`config.mk`:
```
export PLATFORM = sky130hd
export DESIGN_NAME = flag_stripes_anim
export DESIGN_NICKNAME = d
export VERILOG_FILES = /design/src/rtl/flag_stripes_anim_pkg.sv /design/src/rtl/flag_stripes_anim_emblem.sv /design/src/rtl/flag_stripes_anim.sv
export SDC_FILE = /design/constraint.sdc
export NUM_CORES = 1
export LEC_CHECK = 0
export CAP_MARGIN = 10
export CORE_MARGIN = 2
export CORE_UTILIZATION = 40
export CTS_BUF_LIST = sky130_fd_sc_hd__clkbuf_16
export DETAILED_ROUTE_END_ITERATION = 8
export DONT_BUFFER_PORTS = 1
export PLACE_DENSITY = 0.58
export SETUP_SLACK_MARGIN = 0.2
export SYNTH_ARGS = -nofsm -noshare
export SYNTH_HDL_FRONTEND = slang
export SYNTH_SLANG_ARGS = --single-unit
export TNS_END_PERCENT = 5
```
`constraint.sdc`:
```
create_clock -name i_clk -period 8.5 [get_ports i_clk]
set_input_delay 1.275 -clock i_clk [delete_from_list [all_inputs] [get_ports i_clk]]
set_output_delay 1.275 -clock i_clk [all_outputs]
set_load 0.05 [all_outputs]
```
`src/rtl/flag_stripes_anim_pkg.sv`:
```
// -----------------------------------------------------------------------------
// flag_stripes_anim_pkg
// Shared definitions for the pride-flag generators:
//   - RGB222 colour width and named colour constants (RRGGBB)
//   - animation mode encodings
//   - default emblem geometry and colour (used only when FLAG_EMBLEM_EN is set)
//   - dim_rgb(): halves every 2-bit channel (used by the breathe animation)
// -----------------------------------------------------------------------------
package flag_stripes_anim_pkg;

  localparam int RGB_W = 6;

  localparam logic [RGB_W-1:0] BLACK  = 6'b000000;
  localparam logic [RGB_W-1:0] RED    = 6'b110000;
  localparam logic [RGB_W-1:0] ORANGE = 6'b111000;
  localparam logic [RGB_W-1:0] YELLOW = 6'b111100;
  localparam logic [RGB_W-1:0] GREEN  = 6'b001100;
  localparam logic [RGB_W-1:0] BLUE   = 6'b000011;
  localparam logic [RGB_W-1:0] PURPLE = 6'b100010;
  localparam logic [RGB_W-1:0] WHITE  = 6'b111111;

  typedef enum logic [1:0] {
    MODE_STATIC  = 2'd0,
    MODE_SCROLL  = 2'd1,
    MODE_BREATHE = 2'd2,
    MODE_RSVD    = 2'd3
  } mode_e;

  // Emblem (pi glyph) geometry, in pixels
  localparam int EMB_X   = 250;
  localparam int EMB_Y   = 190;
  localparam int EMB_W   = 140;
  localparam int BAR_H   = 20;
  localparam int LEG_W   = 20;
  localparam int LEG_H   = 90;
  localparam int LEG_GAP = 40;
  localparam logic [RGB_W-1:0] EMB_COLOR = YELLOW;

  // Shift each 2-bit channel right by one: 11->01, 10->01, 01->00
  function automatic logic [RGB_W-1:0] dim_rgb(input logic [RGB_W-1:0] c);
    return {1'b0, c[5], 1'b0, c[3], 1'b0, c[1]};
  endfunction

endpackage

```
`src/rtl/flag_stripes_anim_emblem.sv`:
```
// -----------------------------------------------------------------------------
// flag_emblem
// Purely combinational hit test for a pi-shaped emblem: one horizontal bar
// across the top and two vertical legs hanging below it, the legs centred
// under the bar with LEG_GAP pixels between them.
// Only compiled into the design when FLAG_EMBLEM_EN is defined.
//   i_pix_x  [9:0]  current column
//   i_pix_y  [9:0]  current line
//   o_hit           1 when (i_pix_x, i_pix_y) lies on the glyph
// -----------------------------------------------------------------------------
module flag_emblem
  import flag_stripes_anim_pkg::*;
#(
  parameter int P_EMB_X   = EMB_X,
  parameter int P_EMB_Y   = EMB_Y,
  parameter int P_EMB_W   = EMB_W,
  parameter int P_BAR_H   = BAR_H,
  parameter int P_LEG_W   = LEG_W,
  parameter int P_LEG_H   = LEG_H,
  parameter int P_LEG_GAP = LEG_GAP
) (
  input  logic [9:0] i_pix_x,
  input  logic [9:0] i_pix_y,
  output logic       o_hit
);

  // 11-bit bounds so right/bottom edges near 1023 cannot wrap
  localparam int LEG_X0 = P_EMB_X + (P_EMB_W - 2*P_LEG_W - P_LEG_GAP) / 2;
  localparam int LEG_X1 = LEG_X0 + P_LEG_W + P_LEG_GAP;

  localparam logic [10:0] BAR_X_LO  = 11'(P_EMB_X);
  localparam logic [10:0] BAR_X_HI  = 11'(P_EMB_X + P_EMB_W);
  localparam logic [10:0] BAR_Y_LO  = 11'(P_EMB_Y);
  localparam logic [10:0] BAR_Y_HI  = 11'(P_EMB_Y + P_BAR_H);
  localparam logic [10:0] LEG_Y_HI  = 11'(P_EMB_Y + P_BAR_H + P_LEG_H);
  localparam logic [10:0] LEGL_X_LO = 11'(LEG_X0);
  localparam logic [10:0] LEGL_X_HI = 11'(LEG_X0 + P_LEG_W);
  localparam logic [10:0] LEGR_X_LO = 11'(LEG_X1);
  localparam logic [10:0] LEGR_X_HI = 11'(LEG_X1 + P_LEG_W);

  logic [10:0] w_x;
  logic [10:0] w_y;
  logic        w_bar;
  logic        w_leg_rows;
  logic        w_leg_cols;

  assign w_x        = {1'b0, i_pix_x};
  assign w_y        = {1'b0, i_pix_y};
  assign w_bar      = (w_x >= BAR_X_LO) && (w_x < BAR_X_HI) &&
                      (w_y >= BAR_Y_LO) && (w_y < BAR_Y_HI);
  assign w_leg_rows = (w_y >= BAR_Y_HI) && (w_y < LEG_Y_HI);
  assign w_leg_cols = ((w_x >= LEGL_X_LO) && (w_x < LEGL_X_HI)) ||
                      ((w_x >= LEGR_X_LO) && (w_x < LEGR_X_HI));
  assign o_hit      = w_bar || (w_leg_rows && w_leg_cols);

endmodule

```
`src/rtl/flag_stripes_anim.sv`:
```
// -----------------------------------------------------------------------------
// flag_stripes_anim
// N-stripe horizontal flag generator with frame-synchronous animation.
// The stripe index is tracked incrementally once per line (no divider), the
// palette is a parameter, and the output is a registered RGB222 colour with
// one cycle of latency relative to the pixel coordinates.
// Optional feature: define FLAG_EMBLEM_EN to overlay a pi emblem that wins over
// the stripe colour and is not affected by scroll or breathe.
//   i_clk           pixel clock
//   i_rst_n         asynchronous active-low reset
//   i_pix_x  [9:0]  current column
//   i_pix_y  [9:0]  current line
//   i_video_active  high inside the visible area
//   i_mode   [1:0]  0 static, 1 scroll, 2 breathe, 3 reserved (static)
//   o_color  [5:0]  registered RRGGBB
// -----------------------------------------------------------------------------
module flag_stripes_anim
  import flag_stripes_anim_pkg::*;
#(
  parameter int                           NUM_STRIPES = 3,
  parameter int                           V_ACTIVE    = 480,
  parameter int                           H_ACTIVE    = 640,
  parameter logic [NUM_STRIPES*RGB_W-1:0] PALETTE     = {BLACK, RED, BLUE},
  parameter int                           SPEED       = 30
) (
  input  logic             i_clk,
  input  logic             i_rst_n,
  input  logic [9:0]       i_pix_x,
  input  logic [9:0]       i_pix_y,
  input  logic             i_video_active,
  input  logic [1:0]       i_mode,
  output logic [RGB_W-1:0] o_color
);

  localparam int STRIPE_H = V_ACTIVE / NUM_STRIPES;
  localparam int SW       = $clog2(NUM_STRIPES);
  localparam int FW       = (SPEED > 1) ? $clog2(SPEED) : 1;

  localparam logic [9:0]    ROW_LAST    = 10'(STRIPE_H - 1);
  localparam logic [9:0]    Y_FRAME     = 10'(V_ACTIVE);
  localparam logic [9:0]    X_END       = 10'(H_ACTIVE);
  localparam logic [SW-1:0] STRIPE_LAST = SW'(NUM_STRIPES - 1);
  localparam logic [SW:0]   STRIPE_NUM  = (SW+1)'(NUM_STRIPES);
  localparam logic [FW-1:0] FRAME_LAST  = FW'(SPEED - 1);

  logic [9:0]       r_row_cnt;
  logic [SW-1:0]    r_stripe;
  logic [FW-1:0]    r_frame_cnt;
  logic [SW-1:0]    r_phase;
  mode_e            r_mode_q;
  logic [RGB_W-1:0] r_color;

  logic             w_line_start;
  logic             w_frame_edge;
  logic             w_frame_wrap;
  logic             w_phase_run;
  logic [9:0]       w_row_nxt;
  logic [SW-1:0]    w_stripe_nxt;
  logic [SW:0]      w_sum;
  logic [SW-1:0]    w_pal_idx;
  logic [RGB_W-1:0] w_pal_rgb;
  logic [RGB_W-1:0] w_stripe_rgb;
  logic             w_visible;
  logic [RGB_W-1:0] w_color_nxt;

  assign w_line_start = (i_pix_x == 10'd0);
  assign w_frame_edge = w_line_start && (i_pix_y == Y_FRAME);
  assign w_frame_wrap = (r_frame_cnt == FRAME_LAST);
  assign w_phase_run  = (r_mode_q == MODE_SCROLL) || (r_mode_q == MODE_BREATHE);
  assign w_visible    = i_video_active && (i_pix_x < X_END);

  // Row/stripe tracking; the pix_x==0 cycle already colours with the new stripe
  always_comb begin
    w_row_nxt    = r_row_cnt;
    w_stripe_nxt = r_stripe;
    if (w_line_start) begin
      if (i_pix_y == 10'd0) begin
        w_row_nxt    = '0;
        w_stripe_nxt = '0;
      end else if (r_row_cnt == ROW_LAST) begin
        w_row_nxt    = '0;
        w_stripe_nxt = (r_stripe == STRIPE_LAST) ? r_stripe : r_stripe + 1'b1;
      end else begin
        w_row_nxt = r_row_cnt + 10'd1;
      end
    end
  end

  always_ff @(posedge i_clk or negedge i_rst_n) begin
    if (!i_rst_n) begin
      r_row_cnt <= '0;
      r_stripe  <= '0;
    end else begin
      r_row_cnt <= w_row_nxt;
      r_stripe  <= w_stripe_nxt;
    end
  end

  // Frame/phase counters; phase only advances while a moving mode is active
  always_ff @(posedge i_clk or negedge i_rst_n) begin
    if (!i_rst_n) begin
      r_frame_cnt <= '0;
      r_phase     <= '0;
      r_mode_q    <= MODE_STATIC;
    end else if (w_frame_edge) begin
      r_mode_q    <= mode_e'(i_mode);
      r_frame_cnt <= w_frame_wrap ? '0 : r_frame_cnt + 1'b1;
      if (!w_phase_run)
        r_phase <= '0;
      else if (w_frame_wrap)
        r_phase <= (r_phase == STRIPE_LAST) ? '0 : r_phase + 1'b1;
    end
  end

  // Palette index: scroll rotates by phase modulo the stripe count
  assign w_sum = {1'b0, w_stripe_nxt} + {1'b0, r_phase};

  always_comb begin
    w_pal_idx = w_stripe_nxt;
    if (r_mode_q == MODE_SCROLL)
      w_pal_idx = (w_sum >= STRIPE_NUM) ? SW'(w_sum - STRIPE_NUM) : w_sum[SW-1:0];
  end

  always_comb begin
    w_pal_rgb = PALETTE[RGB_W-1:0];
    for (int i = 0; i < NUM_STRIPES; i++) begin
      if (w_pal_idx == SW'(i))
        w_pal_rgb = PALETTE[i*RGB_W +: RGB_W];
    end
  end

  assign w_stripe_rgb = ((r_mode_q == MODE_BREATHE) && r_phase[0]) ?
                        dim_rgb(w_pal_rgb) : w_pal_rgb;

`ifdef FLAG_EMBLEM_EN
  logic w_emb_hit;

  flag_emblem u_emblem (
    .i_pix_x (i_pix_x),
    .i_pix_y (i_pix_y),
    .o_hit   (w_emb_hit)
  );
`endif

  always_comb begin
    w_color_nxt = '0;
    if (w_visible) begin
      w_color_nxt = w_stripe_rgb;
`ifdef FLAG_EMBLEM_EN
      if (w_emb_hit)
        w_color_nxt = EMB_COLOR;
`endif
    end
  end

  always_ff @(posedge i_clk or negedge i_rst_n) begin
    if (!i_rst_n)
      r_color <= '0;
    else
      r_color <= w_color_nxt;
  end

  assign o_color = r_color;

endmodule

```
==> summary.md <==
| Metric | Value |
|---|---|
| Status | `finished clean` |
| CTS resizes | `0` |
| Number of global-route vias before repair | `1238` |
| Capture point of the worst reg-to-reg path | `o_color[1]$_DFF_PN0_` |
| Overall via count from detail_route | `1242` |
| Number of register bits inferred by synthesis | `25` |
| Core footprint | `3940 µm²` |
| Critical R2R Launch | `r_row_cnt[0]$_DFFE_PN0N_` |
| Initial core utilization | `0.407` |
| Layout fillers | `362` |
| Max clock buf depth | `2` |
| Hold buffers post-CTS | `0` |
| Clock network latency to the later pin of the worst-skew pair | `260 ps` |
| Total power | `0.233 mW` |
| Global-route track usage on met3 | `0.0483` |
| Top-count cell post-synth | `sky130_fd_sc_hd__dfrtp_1` |
| Post-synth top cells | `25 x sky130_fd_sc_hd__dfrtp_1, 16 x sky130_fd_sc_hd__inv_1, 10 x sky130_fd_sc_hd__nand3_1, 10 x sky130_fd_sc_hd__nor2_1, 10 x sky130_fd_sc_hd__o31ai_1` |
| Pin count of the biggest net entering global routing | `27` |
| Clock Tree Root | `sky130_fd_sc_hd__clkbuf_16` |
| Arrival time of the worst setup path | `4650 ps` |
| Share of layout cells above drive strength 1 | `0.100` |
| Critical path depth in cells | `13` |
| Final hold vios | `0` |
| Final critical-path setup slack | `3980 ps` |
| Worst-case reg-to-reg path depth | `14` |
| Largest driver fanout on the critical path | `13` |
| Multi-input logic area | `866 µm²` |
| Max-slew violation total from the final report | `0` |
| Global-route wire length before repair | `5730 µm` |
| Sum of net half-perimeters after detailed placement | `2510 µm` |
| Combined global-route utilization of all metal layers | `0.169` |
| Number of antenna violations at the first check in global routing | `0` |
| Clock slew seen by the registers of the worst setup and hold paths | `60 ps` |
| Area of the die | `4530 µm²` |
| Number of different library cells in the post-synthesis netlist | `43` |
| Total Nets Final | `196` |
| Die outline width | `67.3 µm` |
| RSZ-0062 raised after global routing | `false` |
| TritonCTS Buffers | `3` |
| Fraction of synthesis flops using an asynchronous set or reset pin | `1.00` |
| Area growth from synthesis to layout | `5.62%` |
| Worst slack at placement | `3740 ps` |
| FF+latch area | `626 µm²` |
| Average detailed-routed wire length per instance | `16.5 µm` |
| Start-to-end type of the worst setup path | `in2reg` |
| Final weighted congestion in routability-driven placement | `0.853` |
| Reg2Reg Setup Slack | `4490 ps` |
| Max-cap check violation count | `0` |
| Die height | `67.3 µm` |
| Clock period minus worst slack | `4520 ps` |
| Cell breakdown of the critical path | `nor4_4 > nand3_1 > o21ai_0 > a2bb2oi_1 > ha_1 > fa_1 > ha_1 > nor4b_1 > nor3_1 > a311oi_1 > ha_1 > and3_1 > a21boi_0` |
| Total negative setup slack | `0 ps` |
| Postcts setup bufs | `0` |
| Number of DRC markers in iteration 0 | `92` |
| Yosys warning count | `0` |
| Maximum ir drop on the vdd rail | `0.0000815 V` |
| Most area-consuming cells after synthesis | `sky130_fd_sc_hd__dfrtp_1 39%, sky130_fd_sc_hd__ha_1 7.0%, sky130_fd_sc_hd__o31ai_1 4.7%` |
| Share of the synthesized area in the top cell type | `0.390` |
| Register area share after synthesis | `0.390` |
| CP top delay family | `simple AND/OR/NAND/NOR gates` |
| Global routing met1 resource utilization | `0.199` |
| Antenna violation net count after detailed routing | `0` |
| Worst Tran Pin Value | `520 ps` |
| Worst-case headroom to the max-slew limit | `0.652` |
| Max H-tree Level | `1` |
| Final routed DRC violation total | `0` |
| Worst hold margin | `509 ps` |
| Summed instance area of the synthesized netlist | `1600 µm²` |
| Largest stage delay, worst path | `480 ps` |
| Endpoint of the worst hold path | `r_row_cnt[9]$_DFFE_PN0N_` |
| Gate Count Post-Synth | `163` |
| Wire length after detailed routing | `3470 µm` |
| Overflow left after global routing | `0` |
| Fraction of met2 tracks used by global routing | `0.296` |
| Min-Delay Path Class | `reg2reg` |
| Number of enable-type register cells in the synthesized netlist | `0` |
| Final setup viols | `0` |
| Req. time, crit path | `8630 ps` |
| Startpoint kind of the worst setup timing path | `input pin` |
| Cell total after placement | `206` |
| Diodes inserted | `0` |
| Count of buffers inserted at the top-level ports | `0` |
| Most Frequent Cell on Critical Path | `sky130_fd_sc_hd__ha_1` |
| Skew final | `4.11 ps` |
| Startpoint of the lowest-slack hold path | `r_row_cnt[9]$_DFFE_PN0N_` |
| Prevailing post-synth register cell | `sky130_fd_sc_hd__dfrtp_1` |
| Critical path buffers and inverters | `0` |
| Rows | `23` |
| Post-synthesis area per instance | `9.84 µm²` |
| Clock tree from TritonCTS | `built` |
| Endpoint class of the critical path | `flip-flop` |
| Layer with the highest usage after global routing | `met2` |
| Per-cell via count in the routed design | `5.91` |
| Fmax | `0.221 GHz` |
| Cell with the biggest individual delay on the critical path | `sky130_fd_sc_hd__fa_1` |
| Non-filler instance count after layout | `210` |
| Fin crit share | `0.531` |
| Power density over the cells | `138 nW/µm²` |
| Num Clock Sinks | `25` |
| Leak Pwr | `0.686 nW` |
| Detailed-routing iteration count for the pre-antenna-repair pass | `4` |
| Largest area contributor in the synthesized netlist | `sky130_fd_sc_hd__dfrtp_1` |
| Hold Crit Depth | `1` |
| I/O pin total | `31` |
per-stage QoR:
step                      cell area (µm²)  utilization
after floorplan                      1610            -
after global placement               1610        0.409
after detailed placement             1610        0.409
after CTS                            1690        0.430
after global routing                 1690        0.430
final                                1690        0.430
layout make-up:
cell class / count / area share
inverters: 16 / 0.0355
clock inverters: 1 / 0.00295
clock buffers: 3 / 0.0443
multi-input cells: 115 / 0.511
flip-flops and latches: 25 / 0.369
well taps: 50 / 0.0369
state kept, by name (all words and copies together), names as in the netlist:
name / flops
r_phase: 2
r_frame_cnt: 5
r_row_cnt: 10
r_mode_q: 2
o_color: 4
r_stripe: 2
power by group:
part / total, mW / internal [mW] / switching (mW)
Combinational: 0.00528 / 0.00172 / 0.00357
Clock: 0.105 / 0.0634 / 0.0420
Sequential: 0.123 / 0.120 / 0.00292
logic make-up after synthesis:
kind of cell | Yosys count | synth area share
simple gates | 55 | 0.226
compound gates | 46 | 0.212
flops | 25 | 0.390
buf+inv | 24 | 0.0725
fa+ha+maj | 10 | 0.0827
mux | 2 | 0.0140
other cells | 1 | 0.00234
layout by cell type (no fill, tap or decap), types with 3 or more instances in the layout:
master | netlist | layout
sky130_fd_sc_hd__and4_1 | 3 | 3
sky130_fd_sc_hd__nor4_4 | 3 | 3
sky130_fd_sc_hd__nand2_1 | 9 | 9
sky130_fd_sc_hd__and3_1 | 5 | 5
sky130_fd_sc_hd__o22ai_1 | 4 | 4
sky130_fd_sc_hd__clkbuf_16 | 0 | 3
sky130_fd_sc_hd__o21ai_0 | 7 | 7
sky130_fd_sc_hd__o31ai_1 | 10 | 10
sky130_fd_sc_hd__dfrtp_1 | 25 | 25
sky130_fd_sc_hd__ha_1 | 9 | 9
sky130_fd_sc_hd__inv_1 | 16 | 16
sky130_fd_sc_hd__a31oi_1 | 7 | 7
sky130_fd_sc_hd__nand3_1 | 10 | 10
sky130_fd_sc_hd__nor2_1 | 10 | 10
worst max-delay path by stage:
stage | from | to | slack [ps]
after floorplan | i_pix_x[1] | o_color[1]$_DFF_PN0_ | 4200
after global placement | i_pix_y[1] | o_color[1]$_DFF_PN0_ | 3900
after detailed placement | i_pix_y[1] | o_color[1]$_DFF_PN0_ | 3740
after CTS | i_pix_y[1] | o_color[1]$_DFF_PN0_ | 4010
after global routing | i_pix_y[1] | o_color[1]$_DFF_PN0_ | 3690
final | i_pix_y[1] | o_color[1]$_DFF_PN0_ | 3980
layer usage:
metal / share of wire / vias to the layer above
met5: 0 / -
met4: 0.0086 / 0
met3: 0.060 / 2
met2: 0.50 / 36
met1: 0.43 / 601
li1: - / 603
No activity file was read; power rests on OpenSTA's default activity.
